===== src/rtl/fetch_unit_pkg.sv =====
// ============================================================================
// | Module   : fetch_unit_pkg                                                 |
// | Purpose  : Shared types and constants for the instruction fetch stage.    |
// | Revision : 1.0 - initial release                                          |
// ============================================================================
`default_nettype none

package fetch_unit_pkg;

  localparam int OPCODE_W = 3;

  typedef enum logic [2:0] {
    F_IDLE  = 3'd0,
    F_REQ   = 3'd1,
    F_LATCH = 3'd2,
    F_READY = 3'd3,
    F_DONE  = 3'd4
  } fetch_state_t;

endpackage

`default_nettype wire


===== src/rtl/branch_lut.sv =====
// ============================================================================
// | Module   : branch_lut                                                     |
// | Purpose  : Register-array branch target table, one write port and one     |
// |            combinational read port. Only built when BRANCH_LUT_EN is set. |
// | Revision : 1.0 - initial release                                          |
// ============================================================================
`default_nettype none

`ifdef BRANCH_LUT_EN
module branch_lut #(
  parameter int ADDR_W = 5,
  parameter int DATA_W = 10
) (
  input  logic              clock,
  input  logic              resetN,
  input  logic              writeEn,
  input  logic [ADDR_W-1:0] writeAddr,
  input  logic [DATA_W-1:0] writeData,
  input  logic [ADDR_W-1:0] readAddr,
  output logic [DATA_W-1:0] readData
);

  localparam int c_DEPTH = 1 << ADDR_W;

  logic [DATA_W-1:0] r_table [c_DEPTH];

  always_ff @(posedge clock or negedge resetN) begin
    if (!resetN) begin
      for (int i = 0; i < c_DEPTH; i++) begin
        r_table[i] <= '0;
      end
    end else if (writeEn) begin
      r_table[writeAddr] <= writeData;
    end
  end

  // Reads see the pre-edge contents, so a same-cycle write returns the old entry.
  assign readData = r_table[readAddr];

endmodule
`endif

`default_nettype wire


===== src/rtl/fetch_unit.sv =====
// ============================================================================
// | Module   : fetch_unit                                                     |
// | Purpose  : PC / IR owner feeding the multi-cycle control FSM. Optional    |
// |            table-driven branch targets via macro BRANCH_LUT_EN.           |
// | Revision : 1.0 - initial release                                          |
// ============================================================================
`default_nettype none

module fetch_unit
  import fetch_unit_pkg::*;
#(
  parameter int                 PC_W       = 10,
  parameter int                 INSTR_W    = 9,
  parameter int                 BR_W       = 5,
  parameter logic [PC_W-1:0]    START_ADDR = '0,
  parameter logic [INSTR_W-1:0] HALT_INSTR = 9'h1FF
) (
  input  logic                clock,
  input  logic                resetN,
  input  logic                start,
  input  logic                nextIns,
  input  logic                branchTaken,
  input  logic [BR_W-1:0]     branchField,
`ifdef BRANCH_LUT_EN
  input  logic                lutWe,
  input  logic [BR_W-1:0]     lutAddr,
  input  logic [PC_W-1:0]     lutData,
`endif
  output logic [PC_W-1:0]     imemAddr,
  input  logic [INSTR_W-1:0]  imemData,
  output logic [INSTR_W-1:0]  instruction,
  output logic [OPCODE_W-1:0] opcode,
  output logic                insValid,
  output logic [PC_W-1:0]     pc,
  output logic                done
);

  fetch_state_t       r_state;
  logic [PC_W-1:0]    r_pc;
  logic [INSTR_W-1:0] r_ir;
  logic               r_insValid;
  logic               r_done;

  logic [PC_W-1:0]    w_target;
  logic [PC_W-1:0]    w_nextPc;
  logic               w_pcAtEnd;
  logic               w_isHalt;

`ifdef BRANCH_LUT_EN
  branch_lut #(
    .ADDR_W (BR_W),
    .DATA_W (PC_W)
  ) u_branchLut (
    .clock     (clock),
    .resetN    (resetN),
    .writeEn   (lutWe),
    .writeAddr (lutAddr),
    .writeData (lutData),
    .readAddr  (branchField),
    .readData  (w_target)
  );
`else
  // PC-relative: sign-extended offset, wrapping modulo the PC range.
  assign w_target = r_pc + PC_W'($signed(branchField));
`endif

  assign w_nextPc  = branchTaken ? w_target : r_pc + PC_W'(1);
  assign w_pcAtEnd = (r_pc == {PC_W{1'b1}});
  assign w_isHalt  = (r_ir == HALT_INSTR);

  always_ff @(posedge clock or negedge resetN) begin
    if (!resetN) begin
      r_state    <= F_IDLE;
      r_pc       <= START_ADDR;
      r_ir       <= '0;
      r_insValid <= 1'b0;
      r_done     <= 1'b0;
    end else begin
      case (r_state)
        F_IDLE: begin
          if (start) begin
            r_state <= F_REQ;
            r_pc    <= START_ADDR;
          end
        end
        F_REQ: begin
          r_state <= F_LATCH;
        end
        F_LATCH: begin
          r_ir       <= imemData;
          r_insValid <= 1'b1;
          r_state    <= F_READY;
        end
        F_READY: begin
          if (nextIns) begin
            r_insValid <= 1'b0;
            // Halt or sequential step past the last address ends the program.
            if (w_isHalt || (!branchTaken && w_pcAtEnd)) begin
              r_state <= F_DONE;
              r_done  <= 1'b1;
            end else begin
              r_state <= F_REQ;
              r_pc    <= w_nextPc;
            end
          end
        end
        F_DONE: begin
          if (start) begin
            r_state <= F_REQ;
            r_pc    <= START_ADDR;
            r_done  <= 1'b0;
          end
        end
        default: begin
          r_state <= F_IDLE;
        end
      endcase
    end
  end

  assign imemAddr    = r_pc;
  assign pc          = r_pc;
  assign instruction = r_ir;
  assign opcode      = r_ir[INSTR_W-1 -: OPCODE_W];
  assign insValid    = r_insValid;
  assign done        = r_done;

endmodule

`default_nettype wire


===== config.mk =====
export PLATFORM = sky130hd
export DESIGN_NAME = fetch_unit
export DESIGN_NICKNAME = d
export VERILOG_FILES = /design/src/rtl/fetch_unit_pkg.sv /design/src/rtl/branch_lut.sv /design/src/rtl/fetch_unit.sv
export SDC_FILE = /design/constraint.sdc
export NUM_CORES = 1
export LEC_CHECK = 0
export ABC_AREA = 1
export CAP_MARGIN = 20
export CORE_MARGIN = 1.5
export CORE_UTILIZATION = 42
export CTS_CLUSTER_DIAMETER = 60
export DETAILED_ROUTE_END_ITERATION = 7
export GPL_TIMING_DRIVEN = 0
export HOLD_SLACK_MARGIN = 0.05
export PLACE_DENSITY = 0.77
export SYNTH_ARGS = -nofsm -noshare
export SYNTH_HDL_FRONTEND = slang
export SYNTH_HIERARCHICAL = 1
export SYNTH_SLANG_ARGS = --single-unit

===== constraint.sdc =====
create_clock -name clock -period 1.8 [get_ports clock]
set_clock_uncertainty 0.15 [all_clocks]
set_input_delay 0.54 -clock clock [delete_from_list [all_inputs] [get_ports clock]]
set_output_delay 0.54 -clock clock [all_outputs]
set_load 0.005 [all_outputs]

# Word level (Yosys, flattened, before mapping)
# Cells that the tools add are included.
dict set report op_classes {
  n_addsub 2
  n_eq_ne 11
  n_mux 15
  reduce_logical 12
}
# cell count
set op_table {}
lappend op_table {{$mux W10} 4}
lappend op_table {{$pmux W10 S2} 1}
lappend op_table {{$pmux W3 S4} 1}
lappend op_table {{$add A10 B1 Y10 const B} 1}
lappend op_table {{$add A10 B10 Y10} 1}
lappend op_table {{$eq A10 B10 Y1 const B} 1}
lappend op_table {{$eq A9 B9 Y1 const B} 1}
lappend op_table {{$mux W3} 3}
lappend op_table {{$ne A2 B2 Y1 const B} 4}
lappend op_table {{$reduce_and A4 Y1} 2}
lappend op_table {{$eq A3 B2 Y1 const B} 2}
lappend op_table {{$reduce_bool A2 Y1} 3}
lappend op_table {{$mux W1} 4}
lappend op_table {{$pmux W1 S2} 2}
lappend op_table {{$reduce_and A2 Y1} 2}
lappend op_table {{$eq A3 B1 Y1 const B} 1}
lappend op_table {{$eq A3 B3 Y1 const B} 1}
lappend op_table {{$logic_not A3 Y1} 1}
lappend op_table {{$ne A2 B1 Y1 const B} 1}
lappend op_table {{$reduce_or A2 Y1} 1}
lappend op_table {{$logic_and A1 B1 Y1} 1}
lappend op_table {{$logic_not A1 Y1} 1}
lappend op_table {{$logic_or A1 B1 Y1} 1}
dict set report word_totals {
  register_bits 24
  in_bits 19
  output_inout_bits 34
  elab_cells 45
}

# Depth between registers and ports, before layout
dict set report logic_depth {
  ltp_word 6
  ltp_mapped 13
  mapped_depth_nobuf 12
}

# Worst setup path before layout
# No wires, ideal clock.
dict set report synth_path {
  path_kind {in2reg}
  from {in branchTaken}
  to {reg r_pc[6], in the netlist imemAddr[6]}
  setup_ns 0.121
  t_arrival_ns 2.010
  required_time_ns 1.529
  slack_ns -0.481
  cell_stages 12
  path_buffers 1
  path_cell_list {buf_6 -> inv_2 -> or2_2 -> ha_1 -> inv_1 -> fa_1 -> o21ai_0 -> nand3_1 -> nand2_1 -> nand2_1 -> nand3_1 -> o21ai_1}
}
dict set report synth_between {
  elab_chain_cells 5
  word_cells_on_any_way 9
  classes_between {1 x eq/ne; 4 x mux; 4 x reduce/logical}
}
# element line
set synth_lines {}
lappend synth_lines {{start, declared} fetch_unit.sv:22} ;# input logic branchTaken,
lappend synth_lines {{$logic_not A1 Y1} fetch_unit.sv:98} ;# if (w_isHalt || (!branchTaken && w_pcAtEnd)) begin
lappend synth_lines {{$logic_and A1 B1 Y1} fetch_unit.sv:98}
lappend synth_lines {{$logic_or A1 B1 Y1} fetch_unit.sv:98}
lappend synth_lines {{$ne A2 B2 Y1 (no source line)} -}
lappend synth_lines {{$reduce_and A4 Y1 (no source line)} -}
lappend synth_lines {{end signal, assigned} fetch_unit.sv:103} ;# r_pc <= w_nextPc;
lappend synth_lines {{end, declared} fetch_unit.sv:39} ;# logic [PC_W-1:0] r_pc;
# Parallel ways exist; a longest one is shown, timed or not. The select of a mux whose other input is x is not followed.
# A chain may end at the register's enable or synchronous reset.

# Worst setup path after layout
# Same ends and word-level chain as after synthesis.

==> impl_results.md <==
* Status: finished, violations left
* Failing checks: setup timing
* Register bit total from synthesis at 24
* Largest incremental delay on the critical path at 0.36 ns
* CTS tree: done
* Max cap viols at 0
* NumNets Final at 308
* Post-DR wirelength/cell at 13.91 um
* Post-synth ARST share at 1.000
* Final setup margin at -0.07099 ns
* CP required at 1.81 ns
* Hold_buf cts at 0
* Mapped Avg Cell Area at 7.977 sq um
* Largest family of logic cells by synthesized area: simple AND/OR/NAND/NOR gates
* DR pass1 iterations at 4
* Detailed-route vias per instance at 5.037
* Leading area contributor after synthesis: dfrtp_1
* Top Layer Used: met4
* Die area at 4277 sq um
* CP Cell Sequence: buf_12 -> clkinv_4 -> or2_4 -> ha_4 -> inv_2 -> fa_2 -> o21ai_4 -> nand3_2 -> nand2_2 -> nand2_1 -> nand3_1 -> o21ai_1
* Antenna viol nets, final at 0
* Synth area leaders: dfrtp_1, nand2_1, buf_4
* H-tree Lvls at 1
* Worst EP arrival at 1.88 ns
* Post-Layout Inst Area at 2571 sq um
* CP max stage cell: fa_2
* WHS at 0.3667 ns
* Synth Area in Simple Gates at 0.3030
* Worst-margin pin slew at 0.5858 ns
* Clock transition at path regs at 0.09 ns
* Post-placement cell area at 2283 sq um
* Distinct cells, synth at 30
* Initial antenna violation count at 0
* Die width at 65.40 um
* Gr usage total at 0.2169
* Total power at 3.764 mW
* Min cycle time layout at 1.871 ns
* Area share of the leading cell type in the synthesized netlist at 0.3673
* Die height at 65.40 um
* DP Worst Slack at -0.7175 ns
* Root Driver: clkbuf_8
* Crit Path Max Fanout at 4
* Max Buffers Root-to-Sink at 2
* Clk_lat worst skew at 0.27 ns
* Final Hold Vio Count at 0
* Core area at 3689 sq um
* RSZ-0062 raised after global routing: true
* Ys Warns at 6
* Hpwl dp at 2.890 mm
* Final Cycle Share at 1.039
* Peak supply drop at 0.0009608 V
* Post-Syn Nets at 231
* Post-synthesis sequential area ratio at 0.3673
* Via Count at 1652
* Port bufs at 51
* Cells after Synth at 205
* Fmax at 534.5 MHz
* Ant diodes at 0
* Metal2 WL at 2.380 mm
* WL met1 at 1.881 mm
* Final number of setup-violating endpoints at 5
* Crit end category: register
* Slew Viols, Final at 0
* Row count at 22
* DR DRC count at 0
* Clock Sinks at 24
* Leakage at 1.301 nW
* First-pass GRT wire length at 7.224 mm
* Vias in the first global route at 1614
* Hold WC Path Type: register to register
* Drt initial violations at 137
* GRT overflow at 0
* Post-synth EDFFs at 0
* Largest net degree at the start of global routing at 16
* Starting Density at 0.4434
* Met3 WL at 200 um
* GPL Wtd Cong at 0.8750
* Post-Synth XOR/XNOR Area at 0.02142
* Power per cell area at 1464 nW/um^2
* Total CTS buffers at 3
* CP startpoint kind: input pin
* Layout cell share with drive strength beyond 1 at 0.3500
* Total Wirelength at 4.562 mm
* IO Pins at 53
* Area Growth Syn to Fin at 57.23%
* Hold depth at 2
* Main synth FF type: dfrtp_1
* Rel. slew slack at 0.6083
* FF-to-FF path depth at 10
* Mux cell area share after synthesis at 0.05509
* Mapped Area at 1635 sq um
* Compound-Gate Fraction of Synth Area at 0.06350
* Adder-Cell Fraction of Synth Area at 0.05815
* WS Path Type: input pin to register
## cells by family (layout without fill, tap and decap cells)
group / Yosys count / after routing
xor gates and xnor gates: 4 / 4
buffers and inverters: 42 / 117
AOI/OAI and AO/OA: 19 / 19
and+or+nand+nor: 101 / 101
adders and majority gates: 7 / 7
DFF: 24 / 24
muxes: 8 / 8
## metrics by stage
| step | utilization | instances | setup TNS [ns] |
|---|---|---|---|
| 5_1_grt | 0.6971 | 328 | -0.7598 |
| 6_report | 0.6971 | 328 | -0.1904 |
| 3_5_place_dp | 0.6191 | 305 | -4.975 |
| 3_3_place_gp | 0.6116 | 304 | -11.12 |
| 2_1_floorplan | - | 205 | -1.084 |
| 4_1_cts | 0.6913 | 330 | -0.1583 |
## timing repair
| item | in CTS | in global routing |
|---|---|---|
| pin swaps | 18 | 7 |
| resized for setup | 66 | 13 |
| setup endpoints to repair | 44 | 16 |
| cloned | 0 | 0 |
| endpoints found under the hold margin | 0 | 0 |
| setup buffers | 22 | 1 |
## worst paths after layout
path,from,endpoint,slack (ns)
worst max register to register,imemAddr[0]$_DFFE_PN0P_,imemAddr[6]$_DFFE_PN0P_,-0.04
max in group asynchronous,resetN,imemAddr[0]$_DFFE_PN0P_,0.51
worst min register to register,insValid$_DFFE_PN0P_,insValid$_DFFE_PN0P_,0.37
worst min-delay path,insValid$_DFFE_PN0P_,insValid$_DFFE_PN0P_,0.37
min in group asynchronous,resetN,instruction[8]$_DFFE_PN0P_,0.49
worst max-delay path,branchTaken,imemAddr[6]$_DFFE_PN0P_,-0.07
## cells in the mapped netlist, types with 2 or more instances
cell type / number
inv_2: 5
inv_1: 22
nand3_1: 19
a21oi_1: 7
nor3_1: 2
mux2_2: 8
nand2_4: 2
nand3_4: 2
ha_1: 6
nor2_2: 2
nand2_2: 3
o21ai_1: 4
xor2_1: 3
nand3b_1: 2
buf_4: 13
or2_2: 2
nand2_1: 56
dfrtp_1: 24
o21ai_0: 5
nor2_1: 8
## cell type report
class / count / area (sq um)
clock buffers: 3 / 41.29
repair buffers: 75 / 683.2
multi-input cells: 139 / 972.2
well taps: 48 / 60.06
plain buffers: 12 / 100.1
inverters: 27 / 106.4
flip-flops and latches: 24 / 608.1
fillers: 285 / 1117
## where the power goes
part | leakage (nW) | internal [mW] | switching [mW]
Sequential | 0.284 | 0.790 | 0.185
Combinational | 0.995 | 1.29 | 1.18
Clock | 0.0216 | 0.150 | 0.171
## registers in the layout, indices dropped and copies added, names as in the netlist
| name | cells |
|---|---|
| imemAddr | 10 |
| instruction | 9 |
| r_state | 3 |
| done | 1 |
| insValid | 1 |
## worst max-delay path: cells and delay by family
family,cells,cell delay [ns]
buf+inv,3,0.18
simple gates,5,0.42
compound gates,2,0.26
fa+ha+maj,2,0.49
## layer usage
| layer | vias up | GRT usage |
|---|---|---|
| met2 | 55 | 0.3916 |
| li1 | 793 | - |
| met4 | 0 | 0.07813 |
| met5 | - | 0 |
| met3 | 14 | 0.03253 |
| met1 | 790 | 0.2601 |
## cells in the final DEF (no fill, tap or decap), drive strengths merged, types with 6 or more instances in the layout
cell            n
a21oi           7
buf            37
clkdlybuf4s15   6
clkdlybuf4s50  12
dfrtp          24
dlygate4sd2    32
ha              6
inv            26
mux2            8
nand2          61
nand3          21
nor2           11
o21ai          10
(Power assumes the default switching activity.)
